`config.mk`:
```
export PLATFORM = sky130hd
export DESIGN_NAME = can_tx_loader_flat
export DESIGN_NICKNAME = d
export VERILOG_FILES = /design/src/rtl/can_pkg.sv /design/src/rtl/can_tx_loader_if.sv /design/src/rtl/can_tx_frame_unpack.sv /design/src/rtl/can_tx_loader.sv /design/src/flat_wrapper.sv
export SDC_FILE = /design/constraint.sdc
export NUM_CORES = 1
export LEC_CHECK = 0
export ABC_AREA = 1
export BUFFER_PORTS_ARGS = -buffer_cell sky130_fd_sc_hd__clkbuf_2
export CAP_MARGIN = 20
export CORE_MARGIN = 2
export CORE_UTILIZATION = 43
export CTS_BUF_LIST = sky130_fd_sc_hd__clkbuf_8
export DETAILED_ROUTE_END_ITERATION = 6
export PLACE_DENSITY = 0.79
export SLEW_MARGIN = 0
export SYNTH_ARGS = -nofsm -noshare
export SYNTH_HDL_FRONTEND = slang
export SYNTH_HIERARCHICAL = 1
export SYNTH_SLANG_ARGS = --single-unit
```
`constraint.sdc`:
```
create_clock -name i_sys_clk -period 1 [get_ports i_sys_clk]
set_input_delay 0.15 -clock i_sys_clk [delete_from_list [all_inputs] [get_ports i_sys_clk]]
set_output_delay 0.15 -clock i_sys_clk [all_outputs]
set_load 0.02 [all_outputs]
```
`src/rtl/can_pkg.sv`:
```
// rtl/can_pkg.sv - shared CAN TX constants, frame-word field map, state encoding
package can_pkg;

    localparam int FRAME_W     = 128;

    localparam int ID_LSB      = 0;
    localparam int ID_W        = 29;
    localparam int STD_ID_W    = 11;
    localparam int IDE_BIT     = 29;
    localparam int RTR_BIT     = 30;
    localparam int DLC_LSB     = 31;
    localparam int DLC_W       = 4;
    localparam int DATA_LSB    = 64;
    localparam int DATA_W      = 64;

    localparam int CAN_DLC_MAX = 8;

    typedef enum logic [2:0] {
        ST_IDLE   = 3'd0,
        ST_POP    = 3'd1,
        ST_LOAD   = 3'd2,
        ST_REQ    = 3'd3,
        ST_ACTIVE = 3'd4
    } tx_state_e;

    // DLC codes 9..15 still mean eight data bytes on the wire.
    function automatic logic [3:0] dlc_to_len(input logic [3:0] dlc);
        return (dlc > 4'(CAN_DLC_MAX)) ? 4'(CAN_DLC_MAX) : dlc;
    endfunction

endpackage

```
`src/rtl/can_tx_loader_if.sv`:
```
// rtl/can_tx_loader_if.sv - FIFO / bit-engine / status bundle for can_tx_loader
//
// master: the loader side (drives o_*); slave: FIFO + bit engine + host side.
//   i_fifo_r_data, i_fifo_empty, o_fifo_r_en  : TX FIFO read port
//   o_tx_req, i_tx_ack, i_tx_done,
//   i_tx_arb_lost, i_tx_error                 : bit engine handshake
//   o_tx_id/ide/rtr/dlc/data                  : unpacked frame fields
//   o_busy, o_tx_ok, o_tx_abort, o_retry_cnt  : status
interface can_tx_loader_if #(
    parameter int MAX_RETRIES = 8
);
    import can_pkg::*;

    localparam int RETRY_W = $clog2(MAX_RETRIES + 1);

    logic [FRAME_W-1:0] i_fifo_r_data;
    logic               i_fifo_empty;
    logic               o_fifo_r_en;
    logic               o_tx_req;
    logic               i_tx_ack;
    logic               i_tx_done;
    logic               i_tx_arb_lost;
    logic               i_tx_error;
    logic [ID_W-1:0]    o_tx_id;
    logic               o_tx_ide;
    logic               o_tx_rtr;
    logic [DLC_W-1:0]   o_tx_dlc;
    logic [DATA_W-1:0]  o_tx_data;
    logic               o_busy;
    logic               o_tx_ok;
    logic               o_tx_abort;
    logic [RETRY_W-1:0] o_retry_cnt;

    modport master (
        input  i_fifo_r_data, i_fifo_empty, i_tx_ack, i_tx_done, i_tx_arb_lost, i_tx_error,
        output o_fifo_r_en, o_tx_req, o_tx_id, o_tx_ide, o_tx_rtr, o_tx_dlc, o_tx_data,
               o_busy, o_tx_ok, o_tx_abort, o_retry_cnt
    );

    modport slave (
        output i_fifo_r_data, i_fifo_empty, i_tx_ack, i_tx_done, i_tx_arb_lost, i_tx_error,
        input  o_fifo_r_en, o_tx_req, o_tx_id, o_tx_ide, o_tx_rtr, o_tx_dlc, o_tx_data,
               o_busy, o_tx_ok, o_tx_abort, o_retry_cnt
    );

endinterface

```
`src/rtl/can_tx_frame_unpack.sv`:
```
// rtl/can_tx_frame_unpack.sv - combinational frame-word field extraction and masking
//
// Ports:
//   word  in  DATA_WIDTH  raw TX FIFO word
//   id    out 29          ID (bits [28:11] zeroed for standard frames)
//   ide   out 1           extended-ID flag
//   rtr   out 1           remote frame flag
//   dlc   out 4           DLC as stored in the word
//   data  out 64          payload, bytes beyond min(DLC,8) and all bytes of RTR frames zeroed
module can_tx_frame_unpack
    import can_pkg::*;
#(
    parameter int DATA_WIDTH = 128
) (
    input  logic [DATA_WIDTH-1:0] word,
    output logic [ID_W-1:0]       id,
    output logic                  ide,
    output logic                  rtr,
    output logic [DLC_W-1:0]      dlc,
    output logic [DATA_W-1:0]     data
);

    logic [3:0] len;

    // Reserved word bits [63:35] carry nothing for transmission.
    logic unused_rsvd;
    assign unused_rsvd = ^word[DATA_LSB-1:DLC_LSB+DLC_W];

    always_comb begin
        ide  = word[IDE_BIT];
        rtr  = word[RTR_BIT];
        dlc  = word[DLC_LSB +: DLC_W];
        id   = word[ID_LSB +: ID_W];
        if (!ide) begin
            id[ID_W-1:STD_ID_W] = '0;
        end
        len  = dlc_to_len(dlc);
        data = '0;
        for (int k = 0; k < CAN_DLC_MAX; k++) begin
            if (!rtr && (4'(k) < len)) begin
                data[8*k +: 8] = word[DATA_LSB + 8*k +: 8];
            end
        end
    end

endmodule

```
`src/rtl/can_tx_loader.sv`:
```
// rtl/can_tx_loader.sv - pops TX FIFO frames and hands them to the CAN bit engine with retry
//
// Ports:
//   i_sys_clk  in  system clock
//   i_reset    in  synchronous active-high reset
//   bus        can_tx_loader_if.master (FIFO read, bit-engine handshake, frame fields, status)
//
// Build option: CAN_TX_RETRY_LIMIT_EN - abort a frame once bus errors reach MAX_RETRIES;
// without it frames are retried forever and o_tx_abort is constant 0.
module can_tx_loader
    import can_pkg::*;
#(
    parameter int DATA_WIDTH  = 128,
    parameter int MAX_RETRIES = 8
) (
    input  logic           i_sys_clk,
    input  logic           i_reset,
    can_tx_loader_if.master bus
);

    localparam int RETRY_W = $clog2(MAX_RETRIES + 1);
    localparam logic [RETRY_W-1:0] RETRY_SAT = '1;

    localparam logic [2:0] IDLE   = ST_IDLE;
    localparam logic [2:0] POP    = ST_POP;
    localparam logic [2:0] LOAD   = ST_LOAD;
    localparam logic [2:0] REQ    = ST_REQ;
    localparam logic [2:0] ACTIVE = ST_ACTIVE;

    logic [2:0]         state;
    logic [ID_W-1:0]    tx_id_q;
    logic               tx_ide_q;
    logic               tx_rtr_q;
    logic [DLC_W-1:0]   tx_dlc_q;
    logic [DATA_W-1:0]  tx_data_q;
    logic               tx_ok_q;
    logic [RETRY_W-1:0] retry_cnt_q;

    logic [ID_W-1:0]    u_id;
    logic               u_ide;
    logic               u_rtr;
    logic [DLC_W-1:0]   u_dlc;
    logic [DATA_W-1:0]  u_data;

    logic [RETRY_W-1:0] retry_inc;
    logic               limit_hit;

    can_tx_frame_unpack #(
        .DATA_WIDTH (DATA_WIDTH)
    ) u_unpack (
        .word (bus.i_fifo_r_data),
        .id   (u_id),
        .ide  (u_ide),
        .rtr  (u_rtr),
        .dlc  (u_dlc),
        .data (u_data)
    );

    assign retry_inc = (retry_cnt_q == RETRY_SAT) ? retry_cnt_q : retry_cnt_q + 1'b1;

`ifdef CAN_TX_RETRY_LIMIT_EN
    logic tx_abort_q;
    assign limit_hit      = (retry_inc == RETRY_W'(MAX_RETRIES));
    assign bus.o_tx_abort = tx_abort_q;
`else
    assign limit_hit      = 1'b0;
    assign bus.o_tx_abort = 1'b0;
`endif

    always_ff @(posedge i_sys_clk) begin
        if (i_reset) begin
            state       <= IDLE;
            tx_id_q     <= '0;
            tx_ide_q    <= 1'b0;
            tx_rtr_q    <= 1'b0;
            tx_dlc_q    <= '0;
            tx_data_q   <= '0;
            tx_ok_q     <= 1'b0;
            retry_cnt_q <= '0;
`ifdef CAN_TX_RETRY_LIMIT_EN
            tx_abort_q  <= 1'b0;
`endif
        end else begin
            tx_ok_q <= 1'b0;
`ifdef CAN_TX_RETRY_LIMIT_EN
            tx_abort_q <= 1'b0;
`endif
            case (state)
                IDLE: begin
                    if (!bus.i_fifo_empty) begin
                        state <= POP;
                    end
                end
                POP: begin
                    state <= LOAD;
                end
                // FIFO read data lands in this cycle, one after the pop strobe.
                LOAD: begin
                    tx_id_q     <= u_id;
                    tx_ide_q    <= u_ide;
                    tx_rtr_q    <= u_rtr;
                    tx_dlc_q    <= u_dlc;
                    tx_data_q   <= u_data;
                    retry_cnt_q <= '0;
                    state       <= REQ;
                end
                // Completion/error strobes are meaningless until the engine has taken the frame.
                REQ: begin
                    if (bus.i_tx_ack) begin
                        state <= ACTIVE;
                    end
                end
                ACTIVE: begin
                    if (bus.i_tx_done) begin
                        tx_ok_q <= 1'b1;
                        state   <= IDLE;
                    end else if (bus.i_tx_error) begin
                        retry_cnt_q <= retry_inc;
                        state       <= limit_hit ? IDLE : REQ;
`ifdef CAN_TX_RETRY_LIMIT_EN
                        tx_abort_q  <= limit_hit;
`endif
                    end else if (bus.i_tx_arb_lost) begin
                        state <= REQ;
                    end
                end
                default: begin
                    state <= IDLE;
                end
            endcase
        end
    end

    assign bus.o_fifo_r_en = (state == POP);
    assign bus.o_tx_req    = (state == REQ);
    assign bus.o_busy      = (state != IDLE);
    assign bus.o_tx_ok     = tx_ok_q;
    assign bus.o_retry_cnt = retry_cnt_q;
    assign bus.o_tx_id     = tx_id_q;
    assign bus.o_tx_ide    = tx_ide_q;
    assign bus.o_tx_rtr    = tx_rtr_q;
    assign bus.o_tx_dlc    = tx_dlc_q;
    assign bus.o_tx_data   = tx_data_q;

endmodule

```
`src/flat_wrapper.sv`:
```
// flat-port wrapper written by rule: the top's interface ports become plain ports
module can_tx_loader_flat import can_pkg::*;
#(
    parameter int DATA_WIDTH  = 128,
    parameter int MAX_RETRIES = 8
)
  (i_sys_clk, i_reset, bus_i_fifo_r_data, bus_i_fifo_empty, bus_i_tx_ack, bus_i_tx_done, bus_i_tx_arb_lost, bus_i_tx_error, bus_o_fifo_r_en, bus_o_tx_req, bus_o_tx_id, bus_o_tx_ide, bus_o_tx_rtr, bus_o_tx_dlc, bus_o_tx_data, bus_o_busy, bus_o_tx_ok, bus_o_tx_abort, bus_o_retry_cnt);
  can_tx_loader_if #(.MAX_RETRIES(MAX_RETRIES)) bus_i ();
  input  logic i_sys_clk;
  input  logic i_reset;
  input wire logic [$bits(bus_i.i_fifo_r_data)-1:0] bus_i_fifo_r_data;
  input wire logic [$bits(bus_i.i_fifo_empty)-1:0] bus_i_fifo_empty;
  input wire logic [$bits(bus_i.i_tx_ack)-1:0] bus_i_tx_ack;
  input wire logic [$bits(bus_i.i_tx_done)-1:0] bus_i_tx_done;
  input wire logic [$bits(bus_i.i_tx_arb_lost)-1:0] bus_i_tx_arb_lost;
  input wire logic [$bits(bus_i.i_tx_error)-1:0] bus_i_tx_error;
  output wire logic [$bits(bus_i.o_fifo_r_en)-1:0] bus_o_fifo_r_en;
  output wire logic [$bits(bus_i.o_tx_req)-1:0] bus_o_tx_req;
  output wire logic [$bits(bus_i.o_tx_id)-1:0] bus_o_tx_id;
  output wire logic [$bits(bus_i.o_tx_ide)-1:0] bus_o_tx_ide;
  output wire logic [$bits(bus_i.o_tx_rtr)-1:0] bus_o_tx_rtr;
  output wire logic [$bits(bus_i.o_tx_dlc)-1:0] bus_o_tx_dlc;
  output wire logic [$bits(bus_i.o_tx_data)-1:0] bus_o_tx_data;
  output wire logic [$bits(bus_i.o_busy)-1:0] bus_o_busy;
  output wire logic [$bits(bus_i.o_tx_ok)-1:0] bus_o_tx_ok;
  output wire logic [$bits(bus_i.o_tx_abort)-1:0] bus_o_tx_abort;
  output wire logic [$bits(bus_i.o_retry_cnt)-1:0] bus_o_retry_cnt;
  assign bus_i.i_fifo_r_data = bus_i_fifo_r_data;
  assign bus_i.i_fifo_empty = bus_i_fifo_empty;
  assign bus_i.i_tx_ack = bus_i_tx_ack;
  assign bus_i.i_tx_done = bus_i_tx_done;
  assign bus_i.i_tx_arb_lost = bus_i_tx_arb_lost;
  assign bus_i.i_tx_error = bus_i_tx_error;
  assign bus_o_fifo_r_en = bus_i.o_fifo_r_en;
  assign bus_o_tx_req = bus_i.o_tx_req;
  assign bus_o_tx_id = bus_i.o_tx_id;
  assign bus_o_tx_ide = bus_i.o_tx_ide;
  assign bus_o_tx_rtr = bus_i.o_tx_rtr;
  assign bus_o_tx_dlc = bus_i.o_tx_dlc;
  assign bus_o_tx_data = bus_i.o_tx_data;
  assign bus_o_busy = bus_i.o_busy;
  assign bus_o_tx_ok = bus_i.o_tx_ok;
  assign bus_o_tx_abort = bus_i.o_tx_abort;
  assign bus_o_retry_cnt = bus_i.o_retry_cnt;
  can_tx_loader #(.DATA_WIDTH(DATA_WIDTH), .MAX_RETRIES(MAX_RETRIES)) u_core (.i_sys_clk(i_sys_clk), .i_reset(i_reset), .bus(bus_i));
endmodule
```
==> metrics.md <==
| Metric | Value |
|---|---|
| Status | `finished, violations left` |
| Failing checks | `setup timing` |
| CTS buffer count | `9` |
| Final setup margin | `-0.324 ns` |
| Global Route Usage Sum | `roughly 26%` |
| Worst path cell trace | `nand3b_4, buf_12, clkbuf_16, o21ai_2, a21oi_2` |
| CP Capture Type | `flip-flop` |
| Mean post-synth cell area | `between 7 and 8 um2` |
| Synth top area cells | `dfxtp_1, inv_1, a21oi_1, o21ai_1, buf_4` |
| Drt pass-1 iters | `7` |
| Synth warn | `6` |
| Core box area | `11000 um2` |
| CTS tree | `done` |
| Die width | `111 um` |
| Fin crit share | `132%` |
| Clock sink count | `about 110` |
| Area Growth Syn to Fin | `85.0%` |
| Synth Register Bits | `around 110` |
| Clk_skew | `~0.012 ns` |
| Min Tclk post-route | `between 1 and 1.5 ns` |
| Setup CP Type | `reg2reg` |
| Post-synth top cells | `inv_1, a21oi_1, dfxtp_1` |
| CP Launch Type | `flip-flop` |
| Routed WL per cell | `roughly 17 um` |
| Post-synth EDFFs | `0` |
| Reg clk slew, reported paths | `between 0.1 and 0.15 ns` |
| Drt drc | `0` |
| Number of global-route vias before repair | `roughly 5400` |
| Top-area cell type share of the netlist area | `43.8%` |
| Clock latency on the worst-skew pair | `roughly 0.35 ns` |
| Final Hold Vio Count | `0` |
| Via count | `~5500` |
| PD cells | `between 1500 and 2000 nW/um2` |
| Antenna Nets Post-Route | `0` |
| HPWL after detailed placement | `between 9000 and 10000 um` |
| Most frequent cell after synthesis | `inv_1` |
| Post-synth top flop | `dfxtp_1` |
| Layout net count | `1080` |
| Root Buffer Master | `clkbuf_8` |
| Worst-path fanout max | `9` |
| Chip height | `111 um` |
| Ratio of cells with drive above 1 in the final layout | `62.1%` |
| Post-synth cell types | `28` |
| First-pass GRT wire length | `26000 um` |
| Initial antenna violation count | `0` |
| Core Util, Final | `approximately 80%` |
| F_max | `755 MHz` |
| Unrepaired setup endpoints after global routing | `yes` |
| Total Power | `14.9 mW` |
| Pin count of the biggest net entering global routing | `60` |
| Maximum VDD drop | `around 0.0012 V` |
| Port bufs | `212` |
| H-tree depth | `3` |
| Vias/cell | `approximately 5.1` |
| Initial Util | `44.6%` |
| Final Max Tran Viols | `0` |
| Initial DRC Count | `between 300 and 400` |
| Critical path required time | `1.25 ns` |
| Mapped Cells | `692` |
| CP max stage cell | `dfxtp_4` |
| Clock buffer depth | `2` |
| Final setup fails | `roughly 110` |
| I/O Pins | `about 240` |
| HP Class | `in2reg` |
| Leakage dissipation | `about 4.1 nW` |
| Synth area leader | `dfxtp_1` |
| Num rows | `38` |
| Inserted Diodes | `0` |
| Register area share after synthesis | `between 40% and 50%` |
| Max cap viols | `0` |
| Final GP Congestion | `0.820` |
| Data arrival time of the worst path | `1.57 ns` |
| Post-Route WL | `around 18000 um` |
| Mapped Area | `4890 um2` |
| Slowest stage delay, CP | `0.38 ns` |
| Die Area | `approximately 12000 um2` |
| Global route overflow | `0` |
| Layout fillers | `around 600` |
| Ys async rst share | `0%` |
| Syn_nets | `828` |
worst max-delay path: cells and delay by family (launching register included):
kind                   cells  cell delay, ns
flip-flops                 1            0.38
AND/OR/NAND/NOR            1            0.25
AO/OA/AOI/OAI              2            0.20
buffers and inverters      2            0.38
per-stage QoR:
stage	setup TNS (ns)	worst slack, ns	hold WS, ns	cell area (um2)	cells
finish	-28.11	-0.324	0.0549	9050	1088
floorplan	-5.41	-0.0620	0.209	5030	692
global placement	-14.41	-0.189	0.410	6360	1031
detailed placement	-15.13	-0.204	0.418	6360	1031
global route	-33.19	-0.367	0.0345	9050	1088
CTS	-23.73	-0.290	0.0397	8450	1065
what timing repair did:
action / CTS / global route
pin swaps: 18 / 7
setup endpoints to repair: 212 / 214
gates cloned: 6 / 2
hold buffers: 0 / 0
buffers inserted: 13 / 25
gates resized for setup: 465 / 175
power by group:
| part | internal [mW] | total [mW] | switching [mW] |
|---|---|---|---|
| Combinational | 3.31 | 6.38 | 3.07 |
| Sequential | 5.00 | 5.60 | 0.599 |
| Clock | 1.46 | 2.96 | 1.50 |
| Total | 9.78 | 14.9 | 5.16 |
layout by cell type, fill, tap and decap left out, types with 5 or more instances in the layout:
cell and n:
a21boi_1 6, o21ai_4 18, o21ai_2 81, inv_1 179, dfxtp_2 101, nand2_2 5
nand3_2 5, buf_12 15, clkbuf_2 105, buf_8 111, a21boi_0 10, buf_4 44
nand2_1 37, a21oi_1 71, buf_6 17, a21oi_2 39, nand2_4 5, dfxtp_4 6
nand3_1 10, nor2_1 38, clkbuf_8 10
state kept, by name, summed over array words and instances (netlist names):
register	cells
u_core/bus.o_tx_dlc	4
u_core/bus.o_tx_rtr	1
u_core/bus.o_tx_data	64
u_core/bus.o_tx_ok	1
u_core/bus.o_tx_id	29
u_core/bus.o_retry_cnt	4
u_core/bus.o_tx_ide	1
u_core/state	3
cell families after synthesis:
| kind of cell | share of synthesized area [%] |
|---|---|
| buf+inv | 20.7 |
| compound gates | 24.9 |
| simple gates | 10.3 |
| flops | 43.8 |
| fa+ha+maj | 0.256 |
| other cells | 0.0766 |
metal layers:
layer	global-route usage, %	share of wire, %	vias to the layer above
li1	-	-	2621
met1	27.6	36	2623
met2	48.2	55	217
met3	5.08	5.1	56
met4	11.2	4.0	0
met5	0	0	-
layout make-up:
| class | count | area, um2 | area share, % |
|---|---|---|---|
| Clock buffer | 10 | 138 | 1.52 |
| Clock inverter | 5 | 78.8 | 0.871 |
| Inverter | 183 | 689 | 7.61 |
| Multi-Input combinational cell | 346 | 2530 | 28.0 |
| Sequential cell | 107 | 2290 | 25.3 |
| Tap cell | 140 | 175 | 1.93 |
| Timing Repair Buffer | 297 | 3150 | 34.8 |
final timing paths:
path,start,endpoint,slack (ns),cells after the start
max,u_core/state[0]$_SDFFE_PP0P_,u_core/bus.o_tx_data[35]$_SDFFE_PP0P_,-0.32,5
min,bus_i_fifo_r_data[4],u_core/bus.o_tx_id[4]$_SDFFE_PP0P_,0.05,3
min reg2reg,u_core/bus.o_tx_data[14]$_SDFFE_PP0P_,u_core/bus.o_tx_data[14]$_SDFFE_PP0P_,0.46,2
max reg2reg,u_core/state[0]$_SDFFE_PP0P_,u_core/bus.o_tx_data[35]$_SDFFE_PP0P_,-0.32,5
(Power assumes the default switching activity.)
